**src/rtl/lfsr_range_rng.sv**
```systemverilog
// Galois LFSR with a request/valid front end that returns uniform values in
// [OFFSET, OFFSET+RANGE-1] by rejection sampling with a bounded number of tries.
module lfsr_range_rng #(
  parameter int               WIDTH     = 16,
  parameter logic [WIDTH-1:0] TAPS      = 16'hB400,
  parameter logic [WIDTH-1:0] SEED      = 16'hACE1,
  parameter int               RANGE     = 6,
  parameter int               OFFSET    = 1,
  parameter int               OUT_W     = 3,
  parameter int               MAX_TRIES = 8
) (
  input  logic             clk,
  input  logic             rst,
  input  logic             seed_load,
  input  logic [WIDTH-1:0] seed_in,
  input  logic             step_en,
  input  logic             req,
  output logic             busy,
  output logic             valid,
  output logic [OUT_W-1:0] q,
  output logic [WIDTH-1:0] state_o
);

  localparam int K          = $clog2(RANGE);
  localparam int TRY_W      = (MAX_TRIES > 1) ? $clog2(MAX_TRIES) : 1;
  localparam int LAST_TRY_I = MAX_TRIES - 1;

  localparam logic [K:0]       RANGE_C  = RANGE[K:0];
  localparam logic [TRY_W-1:0] LAST_TRY = LAST_TRY_I[TRY_W-1:0];
  localparam logic [OUT_W-1:0] OFFSET_C = OFFSET[OUT_W-1:0];

  typedef enum logic {
    IDLE = 1'b0,
    DRAW = 1'b1
  } fsm_e;

  fsm_e             fsm_q, fsm_d;
  logic [WIDTH-1:0] state_q, state_d;
  logic [TRY_W-1:0] tries_q, tries_d;
  logic [OUT_W-1:0] q_q, q_d;
  logic             valid_q, valid_d;

  logic [WIDTH-1:0] step_nx;
  logic [K-1:0]     cand;
  logic [K-1:0]     cand_fb;
  logic             accept;

  // An all-zero state would lock the LFSR, so it is steered back to SEED.
  always_comb begin
    if (state_q == '0) begin
      step_nx = SEED;
    end else begin
      step_nx = (state_q >> 1) ^ (state_q[0] ? TAPS : '0);
    end
  end

  assign cand    = step_nx[K-1:0];
  assign accept  = ({1'b0, cand} < RANGE_C);
  assign cand_fb = cand - RANGE_C[K-1:0];

  always_comb begin
    fsm_d   = fsm_q;
    state_d = state_q;
    tries_d = tries_q;
    q_d     = q_q;
    valid_d = 1'b0;
    if (seed_load) begin
      state_d = (seed_in == '0) ? SEED : seed_in;
      fsm_d   = IDLE;
      tries_d = '0;
    end else begin
      case (fsm_q)
        IDLE: begin
          if (step_en) state_d = step_nx;
          if (req) begin
            fsm_d   = DRAW;
            tries_d = '0;
          end
        end
        DRAW: begin
          state_d = step_nx;
          if (accept) begin
            q_d     = OUT_W'(cand) + OFFSET_C;
            valid_d = 1'b1;
            fsm_d   = IDLE;
          end else if (tries_q != LAST_TRY) begin
            tries_d = tries_q + TRY_W'(1);
          end else begin
            // 2^K < 2*RANGE, so subtracting RANGE once always lands in range.
            q_d     = OUT_W'(cand_fb) + OFFSET_C;
            valid_d = 1'b1;
            fsm_d   = IDLE;
          end
        end
        default: fsm_d = IDLE;
      endcase
    end
  end

  always_ff @(posedge clk or posedge rst) begin
    if (rst) begin
      fsm_q   <= IDLE;
      state_q <= SEED;
      tries_q <= '0;
      q_q     <= OFFSET_C;
      valid_q <= 1'b0;
    end else begin
      fsm_q   <= fsm_d;
      state_q <= state_d;
      tries_q <= tries_d;
      q_q     <= q_d;
      valid_q <= valid_d;
    end
  end

  assign busy    = (fsm_q == DRAW);
  assign valid   = valid_q;
  assign q       = q_q;
  assign state_o = state_q;

endmodule
```
**config.mk**
```make
export PLATFORM = sky130hd
export DESIGN_NAME = lfsr_range_rng
export DESIGN_NICKNAME = d
export VERILOG_FILES = /design/src/rtl/lfsr_range_rng.sv
export SDC_FILE = /design/constraint.sdc
export NUM_CORES = 1
export LEC_CHECK = 0
export CAP_MARGIN = 20
export CORE_ASPECT_RATIO = 1.2
export CORE_UTILIZATION = 47
export DETAILED_ROUTE_END_ITERATION = 12
export DONT_BUFFER_PORTS = 1
export PLACE_DENSITY_LB_ADDON = 0.15
export SYNTH_ARGS = -nofsm -noshare
export SYNTH_HDL_FRONTEND = slang
export SYNTH_SLANG_ARGS = --single-unit
export TNS_END_PERCENT = 100
```
**constraint.sdc**
```tcl
create_clock -name clk -period 4 [get_ports clk]
set_input_delay 0.6 -clock clk [delete_from_list [all_inputs] [get_ports clk]]
set_output_delay 0.6 -clock clk [all_outputs]
set_load 0.02 [all_outputs]
```
-- Word level (Yosys, flattened, before mapping)
Cells that the tools add are included.
- register bits: 24
- input port bits: 21
- word-level logic and storage cells: 45
- add/subtract/negate cells: 4
- magnitude comparators: 1
- equal/unequal tests: 6
- mux-type cells: 22
- bitwise gates (word level): 3
- reductions and logical operators: 4
- operators by type and width (operator ; count):
    $mux W16 ; 5
    $logic_not A16 Y1 ; 2
    $pmux W16 S2 ; 1
    $mux W3 ; 6
    $xor A15 B16 Y16 ; 1
    $ne A3 B3 Y1 const B ; 4
    $add A3 B1 Y3 const B ; 3
    $mux W1 ; 8
    $pmux W3 S2 ; 1
    $reduce_and A3 Y1 ; 2
    $lt A3 B3 Y1 const B ; 1
    $ne A3 B2 Y1 const B ; 1
    $sub A3 B3 Y3 const B ; 1
    $ne A2 B2 Y1 const B ; 1
    $not A1 Y1 ; 2
    $pmux W1 S2 ; 1

-- Longest topological paths before layout
- word-level depth: 7
- depth in mapped cells: 10
- depth with buffers taken out: 8

-- Worst setup path after synthesis
OpenSTA, ideal clock, no wires.
- path kind: register to register
- start point: register state_q[3] (netlist: state_o[3])
- end point: register q_q[2] (netlist: q[2])
- setup time: 0.125 ns
- data arrival time: 1.727 ns
- data required time: 3.875 ns
- slack: 2.148 ns
- cell stages (with the launch flop): 11
- path buffers: 2
- period minus slack after synthesis: 1.852 ns
- path through: dfrtp_1 -> buf_2 -> nor4_1 -> and4_1 -> buf_4 -> nor2_1 -> ha_1 -> nor2b_1 -> a21oi_1 -> mux2i_1 -> o21ai_1
- longest elaborated chain between the ends: 6
- elaborated cells on any way between the ends: 11
- those cells by class: 3 x add/sub; 1 x order compare; 1 x eq/ne; 3 x mux; 1 x bitwise; 2 x reduce/logical
- RTL lines (element ; line ; source):
    start, declared ; 38 ; logic [WIDTH-1:0] state_q, state_d;
    start signal, assigned ; 109 ; state_q <= state_d;
    $logic_not A16 Y1 or $xor A15 B16 Y16 (tied branches) ; 50, 53 ;
    $mux W16 * ; 50 ; if (state_q == '0) begin
    $sub A3 B3 Y3 ; 59 ; assign cand_fb = cand - RANGE_C[K-1:0];
    $add A3 B1 Y3 ; 90 ; q_d = OUT_W'(cand_fb) + OFFSET_C;
    $mux W3 ; 86 ; end else if (tries_q != LAST_TRY) begin
    $mux W3 ; 82 ; if (accept) begin
    end signal, assigned ; 111 ; q_q <= q_d;
    end, declared ; 40 ; logic [OUT_W-1:0] q_q, q_d;
Every way passes the cells marked *; elsewhere a longest branch is shown, timed or not. The select of a mux whose other input is x is not followed.
A chain may end at the register's enable or synchronous reset.

-- Worst setup path after layout
Same ends and word-level chain as after synthesis.

==> reports/metrics.yaml <==
cp_max_fo: 9
yosysTopAreaCellShare: 0.2712
final_cell_mix: "15 x dfrtp_1, 14 x nor2_1, 11 x a21oi_1, 11 x nand2_1, 10 x o21ai_1"
hold_path_class: "input port to flop"
fp.dieArea_mm2: 0.003166
postRouteAntennaNets: 0
numCtsBuffers: 3
powerDensity_mw_per_mm2: 409.9
gp_congestion: 0.7592
dp_hpwl_mm: 2.210
antenna_found_initial: 0
synthMuxAreaShare: 0.08228
clock-sinks: 24
crit_type: "flop to flop"
rsz0062_at_grt: "false"
via_per_inst: 5.983
syn_to_final_growth_pct: 0.7236
ys_ff_latch: 24
start_kind: "flop"
finalSetupViolations: 0
synth_cells: 145
holdBufCountCts: 0
drv_cap: 0
crit_required_ns: 4.21
grt_use_total: 0.2025
p_total_uw: 571.4
yosys.area.top_type: "dfrtp_1"
fin_nets: 164
finalCritPeriodShare: 0.4992
yosys-top-cells-area: "dfrtp_1 27%, dfstp_2 17%, mux2i_1 5.8%"
slew_viol_final: 0
fmax_mhz: 500.8
setup_tns_ns: 0
fp.dieH_um: 61.44
start_util: 0.4969
tightest_slew_ns: 0.9063
grt_max_degree: 39
cts_resized: 0
cts_buffer_depth: 2
finalClockSkew_ns: 0.002569
relSlewSlack: 0.3952
vias: 1029
diodes: 0
drt_wl_total_mm: 2.993
first_pass_iters: 4
min_period_ns: 1.997
row_count: 21
nFillCells: 277
ir_drop_uv: 230.3
routedWlPerCell_um: 17.40
leakagePower_uw: 0.0006203
crit_path_end_kind: "flop"
io_pins: 42
clkTransAtPathRegs_ns: 0.13
hold_violations: 0
drc: 0
synth_compound_area_frac: 0.1139
io_buffers: 0
final_common_cell: "dfrtp_1"
root_buffer: "clkbuf_4"
ys_warn_count: 0
htree_levels: 1
synth_top_family_by_area: "simple AND/OR/NAND/NOR gates"
cts_tree: "yes"
worstSkewPairLatency_ns: 0.31
cts_setup_buffers: 0
drt_iter0_drc: 31
grt_pass1_wl_mm: 4.671
syn-num-nets: 170
outcome: "complete, no violations"
syn_area_per_cell_um2: 9.544
synthXorXnorAreaFrac: 0.01899
synth-adder-area-share: 0.03617
grt_pass1_vias: 971
cp.arrival_ns: 2.21
die-width_um: 51.54
syn_area_mm2: 0.001384
drive_gt1_frac: 0.1377
ys_seq_area_frac: 0.4421
synthSimpleGateAreaFrac: 0.2432
core_area_mm2: 0.002785
synth.distinct_cells: 33
globalRouteOverflowTotal: 0
## path summary, 6_finish.rpt
path / endpoint / slack (ns) / depth (start not counted) / startpoint
max in group asynchronous: state_o[4] / 3.10 / 1 / rst
worst min register to register: tries_q[1] / 0.55 / 2 / tries_q[1]
worst max-delay path: q[2] / 2.00 / 8 / state_o[3]
worst min-delay path: tries_q[1] / 0.33 / 1 / seed_load
worst max register to register: q[2] / 2.00 / 8 / state_o[3]
min in group asynchronous: state_o[14] / 0.36 / 1 / rst
## report_power, final
group	switching [uW]	leakage, uW	internal, uW	total (uW)
Clock	72.8	0.0000210	55.6	128
Combinational	42.2	0.000314	40.8	83.0
Sequential	76.5	0.000285	283	360
## cell usage after synthesis, drive strengths merged
cell	count
nor2	14
nor2b	1
nor3b	8
o21ai	16
nand2	11
and4b	1
nor4	6
clkbuf	3
mux2i	8
inv	5
buf	7
a22oi	2
ha	4
mux2	3
nand3	8
or4	1
and4	1
dfrtp	15
or2	1
xnor2	1
nand3b	2
dlymetal6s2s	1
xor2	2
nor3	2
nand4	1
a21oi	11
dfstp	9
o31ai	1
## through the flow
step                        util  area, um^2  instances  worst slack [ns]  hold WS, ns
final                     0.5004        1394        172             2.003       0.3310
after global routing      0.5004        1394        172             1.813       0.3113
after floorplan                -        1384        145             2.148       0.4951
after detailed placement  0.4874        1358        168             2.010       0.5231
after global placement    0.4874        1358        168             2.054       0.5140
after CTS                 0.5004        1394        172             1.994       0.3237
## worst max-delay path: stages (launching register included)
cell,delay (ns)
dfrtp_1,0.55
nor4_1,0.30
and4_1,0.38
nor2_1,0.11
ha_1,0.20
nor2b_1,0.11
a21oi_1,0.05
mux2i_1,0.13
o21ai_1,0.07
## kinds of logic after synthesis
family,count (synthesis)
buf+inv,16
fa+ha+maj,4
compound gates,30
mux,11
flops,24
xor+xnor,3
simple gates,57
## state kept, by name, indices dropped and copies added, names as in the netlist
name / flops
valid: 1
state_o: 16
tries_q: 3
q: 3
busy: 1
## area by class of cell
| type | count | area (um^2) | area share |
|---|---|---|---|
| Clock buffer | 4 | 36.28 | 0.02603 |
| Inverter | 5 | 18.77 | 0.01346 |
| Multi-Input combinational cell | 105 | 684.4 | 0.4910 |
| Sequential cell | 24 | 611.8 | 0.4390 |
| Tap cell | 34 | 42.54 | 0.03052 |
## layer usage
metal | global-route usage | routed length [um] | part of all wire | up-vias
li1 | - | - | - | 499
met1 | 0.2747 | 1341 | 0.45 | 487
met2 | 0.3191 | 1385 | 0.46 | 39
met3 | 0.05432 | 233 | 0.078 | 4
met4 | 0.05792 | 33 | 0.011 | 0
met5 | 0 | 0 | 0 | -
Note: power is estimated with default switching activity, not from simulation.
